$ cat src/rtl/xor_parity_accumulator.sv
// Accumulates the bitwise XOR, parity and saturating word count of valid/ready framed input.
// Define XOR_PARITY_OVERLAP_EN to accept the next frame's first word on the result handoff edge.
module xor_parity_accumulator #(
  parameter int W     = 8,
  parameter int LEN_W = 8
) (
  input  logic             clock,
  input  logic             reset_,
  input  logic             in_valid,
  output logic             in_ready,
  input  logic [W-1:0]     x,
  input  logic             in_last,
  output logic             out_valid,
  input  logic             out_ready,
  output logic [W-1:0]     z,
  output logic             p,
  output logic [LEN_W-1:0] count,
  output logic             sat
);

  typedef enum logic [1:0] {IDLE, ACC, DONE} state_t;

  localparam logic [LEN_W-1:0] CNT_MAX = '1;

  state_t             state_reg, state_next;
  logic [W-1:0]       acc_reg, acc_next;
  logic [LEN_W-1:0]   cnt_reg, cnt_next;
  logic               sat_acc_reg, sat_acc_next;
  logic [W-1:0]       z_reg, z_next;
  logic               p_reg, p_next;
  logic [LEN_W-1:0]   cnt_out_reg, cnt_out_next;
  logic               sat_out_reg, sat_out_next;

  logic               accept;
  logic               first_word;
  logic [W-1:0]       acc_word;
  logic [LEN_W-1:0]   cnt_word;
  logic               sat_word;

  always_comb begin
`ifdef XOR_PARITY_OVERLAP_EN
    in_ready = (state_reg != DONE) || out_ready;
`else
    in_ready = (state_reg != DONE);
`endif
    accept     = in_valid && in_ready;
    // Any word arriving outside an open frame starts a fresh one (DONE only with overlap).
    first_word = (state_reg != ACC);
    acc_word   = first_word ? x : (acc_reg ^ x);
    if (first_word)
      cnt_word = LEN_W'(1);
    else if (cnt_reg == CNT_MAX)
      cnt_word = CNT_MAX;
    else
      cnt_word = cnt_reg + LEN_W'(1);
    sat_word   = !first_word && (sat_acc_reg || (cnt_reg == CNT_MAX));
  end

  always_comb begin
    state_next   = state_reg;
    acc_next     = acc_reg;
    cnt_next     = cnt_reg;
    sat_acc_next = sat_acc_reg;
    z_next       = z_reg;
    p_next       = p_reg;
    cnt_out_next = cnt_out_reg;
    sat_out_next = sat_out_reg;

    if ((state_reg == DONE) && out_ready) begin
      state_next   = IDLE;
      acc_next     = '0;
      cnt_next     = '0;
      sat_acc_next = 1'b0;
    end

    // An accept in DONE can only coincide with the handoff, so it overrides the clear above.
    if (accept) begin
      acc_next     = acc_word;
      cnt_next     = cnt_word;
      sat_acc_next = sat_word;
      state_next   = in_last ? DONE : ACC;
      if (in_last) begin
        z_next       = acc_word;
        p_next       = ^acc_word;
        cnt_out_next = cnt_word;
        sat_out_next = sat_word;
      end
    end
  end

  always_ff @(posedge clock or negedge reset_) begin
    if (!reset_) begin
      state_reg   <= IDLE;
      acc_reg     <= '0;
      cnt_reg     <= '0;
      sat_acc_reg <= 1'b0;
      z_reg       <= '0;
      p_reg       <= 1'b0;
      cnt_out_reg <= '0;
      sat_out_reg <= 1'b0;
    end else begin
      state_reg   <= state_next;
      acc_reg     <= acc_next;
      cnt_reg     <= cnt_next;
      sat_acc_reg <= sat_acc_next;
      z_reg       <= z_next;
      p_reg       <= p_next;
      cnt_out_reg <= cnt_out_next;
      sat_out_reg <= sat_out_next;
    end
  end

  assign out_valid = (state_reg == DONE);
  assign z         = z_reg;
  assign p         = p_reg;
  assign count     = cnt_out_reg;
  assign sat       = sat_out_reg;

endmodule

$ cat config.mk
export PLATFORM = sky130hd
export DESIGN_NAME = xor_parity_accumulator
export DESIGN_NICKNAME = d
export VERILOG_FILES = /design/src/rtl/xor_parity_accumulator.sv
export SDC_FILE = /design/constraint.sdc
export NUM_CORES = 1
export LEC_CHECK = 0
export ABC_AREA = 1
export CAP_MARGIN = 10
export CORE_MARGIN = 1.5
export CORE_UTILIZATION = 54
export DETAILED_ROUTE_END_ITERATION = 10
export PLACE_DENSITY = 0.88
export REMOVE_ABC_BUFFERS = 1
export SLEW_MARGIN = 30
export SYNTH_ARGS = -nofsm -noshare
export SYNTH_HDL_FRONTEND = slang
export SYNTH_SLANG_ARGS = --single-unit
$ cat constraint.sdc
create_clock -name clock -period 2.56 [get_ports clock]
set_input_delay 0.256 -clock clock [delete_from_list [all_inputs] [get_ports clock]]
set_output_delay 0.256 -clock clock [all_outputs]
set_load 0.02 [all_outputs]
==> reports/summary.txt <==
Post-layout util = 71.3%
Worst skew pair latency = 0.29 ns
Number of storage elements in the synthesis netlist = 37
Max Fclk = 0.518 GHz
Sum of overflow across all layers after global routing = 0
Internal power of the cells = 1.26 mW
Die height = 63.9 µm
Leakage power of the design = 1.23 nW
Clock period minus final worst setup slack = 1.93 ns
Number of antenna repair diodes = 0
Sort of element at the start of the critical path = flop
Number of instances in the synthesized netlist = 267
Setup repair after global routing missed its margin = no
GR Util met3 = 5.81%
Count of vias placed by the detailed router = 1863
DRT antenna net count = 0
Non-filler cells in the finished layout = 347
Switching portion of total power = 34.6%
Area added between synthesis and finish = 22.3%
Most common cell after layout, fill and taps aside = nand2_1
Final setup violation count = 0
Switch Pwr = 0.667 mW
Met1 track demand over resource in global routing = 30.7%
Most Crowded Layer GR = met2
Period utilization = 75.4%
Clock tree from TritonCTS = yes
Required time of the worst setup path = 2.30 ns
Die span in x = 63.9 µm
CP Data Arrival Time = 1.67 ns
Slew of the pin with the lowest slew margin = 0.602 ns
Max-capacitance violation count = 0
Total Routed Length = 4.36 mm
Power density over cell area = 785 nW/µm²
Crit end category = output port
Peak VDD IR = 541 µV
Seq pwr share = 40.6%
Combinational group share of total power = 32.6%
Post-DR vias/cell = 5.37
Clock power share = 26.8%
Placement Rows = 21
Clock net sink count = 37
Outcome = finished clean
Post-synth design cell area = 2010 µm²
Cts bufs inserted = 5
Final slew viol count = 0
Via count of the first global-routing pass = 1753
Worst Clk Skew = 0.00607 ns
Routability-driven placement congestion ratio = 0.891
Number of buffers inserted by post-CTS setup repair = 0
M2 GR Usage = 37.1%
Unique cell type count in the Yosys netlist = 26
Total negative slack = 0 ns
Number of DRC markers in iteration 0 = 103
Largest net degree at the start of global routing = 38
Clock-pin slew reported for the worst setup and hold paths after clock tree synthesis = 0.07 ns
Global-route wire length before repair = 7.50 mm
Synthesized area per cell = 7.51 µm²
Number of remaining DRC errors = 0
Detailed placer's ending HPWL = 2.98 mm
I/O pin count = 33
Number of flops mapped to enable cells by yosys = 0
Total global-route track usage = 23.8%
Post-placement cell count = 339
Root cell of the clock tree = clkbuf_8
Slack of the critical path = 0.631 ns
Detailed Routing Iterations Pass 1 = 4
H-tree lvl count = 2
Bufs on Longest Clock Path = 2
Post-cts gate resize count = 0
WL per Instance = 12.6 µm
Hold Path Class = in2async
CP Max Fanout = 10
Post-CTS Hold Fix Bufs = 0
Starting utilization of the core area = 58.3%
Initial antenna violation count = 0
Post-Place Worst Slack = 0.607 ns
Tot Pwr = 1.93 mW
Final Hold Viols = 0
Count of input and output buffers = 32
Predominant post-synthesis flop cell = dfrtp_1
Tightest slew margin relative to the limit = 59.8%
Syn. warnings = 0
Ys async rst share = 100%
Commonest cells after routing, fill and taps aside = 97 x nand2_1, 37 x dfrtp_1, 32 x clkdlybuf4s50_1
Final Net Count = 314
Setup CP Type = reg2out
Floorplan Core Area = 3440 µm²
Portion of the post-synthesis area used by sequential elements = 46.2%
Fraction of layout cells with a size suffix above 1 = 7.97%
Floorplan die area = 4090 µm²
## through the flow
| step | cell area, µm² | hold WS [ns] |
|---|---|---|
| 6_report | 2450 | 0.381 |
| 5_1_grt | 2450 | 0.416 |
| 4_1_cts | 2450 | 0.391 |
| 3_5_place_dp | 2340 | 0.474 |
| 3_3_place_gp | 2340 | 0.466 |
| 2_1_floorplan | 1950 | -0.0396 |
## layer usage
| layer | part of all wire, % | vias to the layer above |
|---|---|---|
| met5 | 0 | - |
| met4 | 1.9 | 0 |
| met3 | 6.7 | 8 |
| met2 | 46 | 64 |
| met1 | 45 | 861 |
| li1 | - | 930 |
## cell families after synthesis
kind of cell / share of synthesized area, %
simple gates: 33.3
compound gates: 10.2
flops: 46.2
buf+inv: 8.36
xor+xnor: 1.31
fa+ha+maj: 0.624
## area by class of cell
| cell class | count | area, µm² |
|---|---|---|
| Tap cell | 46 | 57.6 |
| Inverter | 29 | 114 |
| Clock buffer | 7 | 86.3 |
| Clock inverter | 1 | 30.0 |
| Sequential cell | 37 | 926 |
| Fill cell | 279 | 988 |
| Timing Repair Buffer | 33 | 328 |
| Multi-Input combinational cell | 194 | 912 |
## worst max-delay path, stage by stage, from the launching register on
cell	delay, ns
dfrtp_1	0.54
nor2_4	0.22
clkdlybuf4s50_1	0.62
## final timing paths
path                              start    endpoint  slack [ns]  depth (start not counted)
max                        state_reg[0]   out_valid        0.63                          2
min                              reset_    count[7]        0.38                          2
max reg2reg                state_reg[0]           p        0.69                         11
min reg2reg                    count[2]    count[2]        0.49                          2
max in group asynchronous        reset_  acc_reg[5]        1.86                          2
min in group clock             count[2]    count[2]        0.49                          2
## synthesized netlist by cell type, types with 2 or more instances
master | number | area, µm²
inv_1 | 24 | 90.1
o22ai_1 | 8 | 50.1
inv_2 | 4 | 15.0
o21ai_0 | 28 | 140
nor2_4 | 2 | 22.5
nand3_1 | 28 | 140
nand2_2 | 5 | 31.3
nor2_1 | 11 | 41.3
dfrtp_1 | 37 | 926
nor3_1 | 2 | 10.0
o21ai_1 | 2 | 10.0
nand2_1 | 97 | 364
buf_2 | 4 | 20.0
xor2_1 | 3 | 26.3
## power by group through the flow
| stage | logic (mW) | clock network (mW) | registers, mW |
|---|---|---|---|
| 2_1_floorplan | 0.331 | 0 | 0.845 |
| 3_3_place_gp | 0.611 | 0 | 0.789 |
| 3_5_place_dp | 0.621 | 0 | 0.792 |
| 4_1_cts | 0.629 | 0.524 | 0.782 |
| 5_1_grt | 0.706 | 0.549 | 0.798 |
| 6_report | 0.628 | 0.517 | 0.782 |
Note: power is estimated with default switching activity, not from simulation.
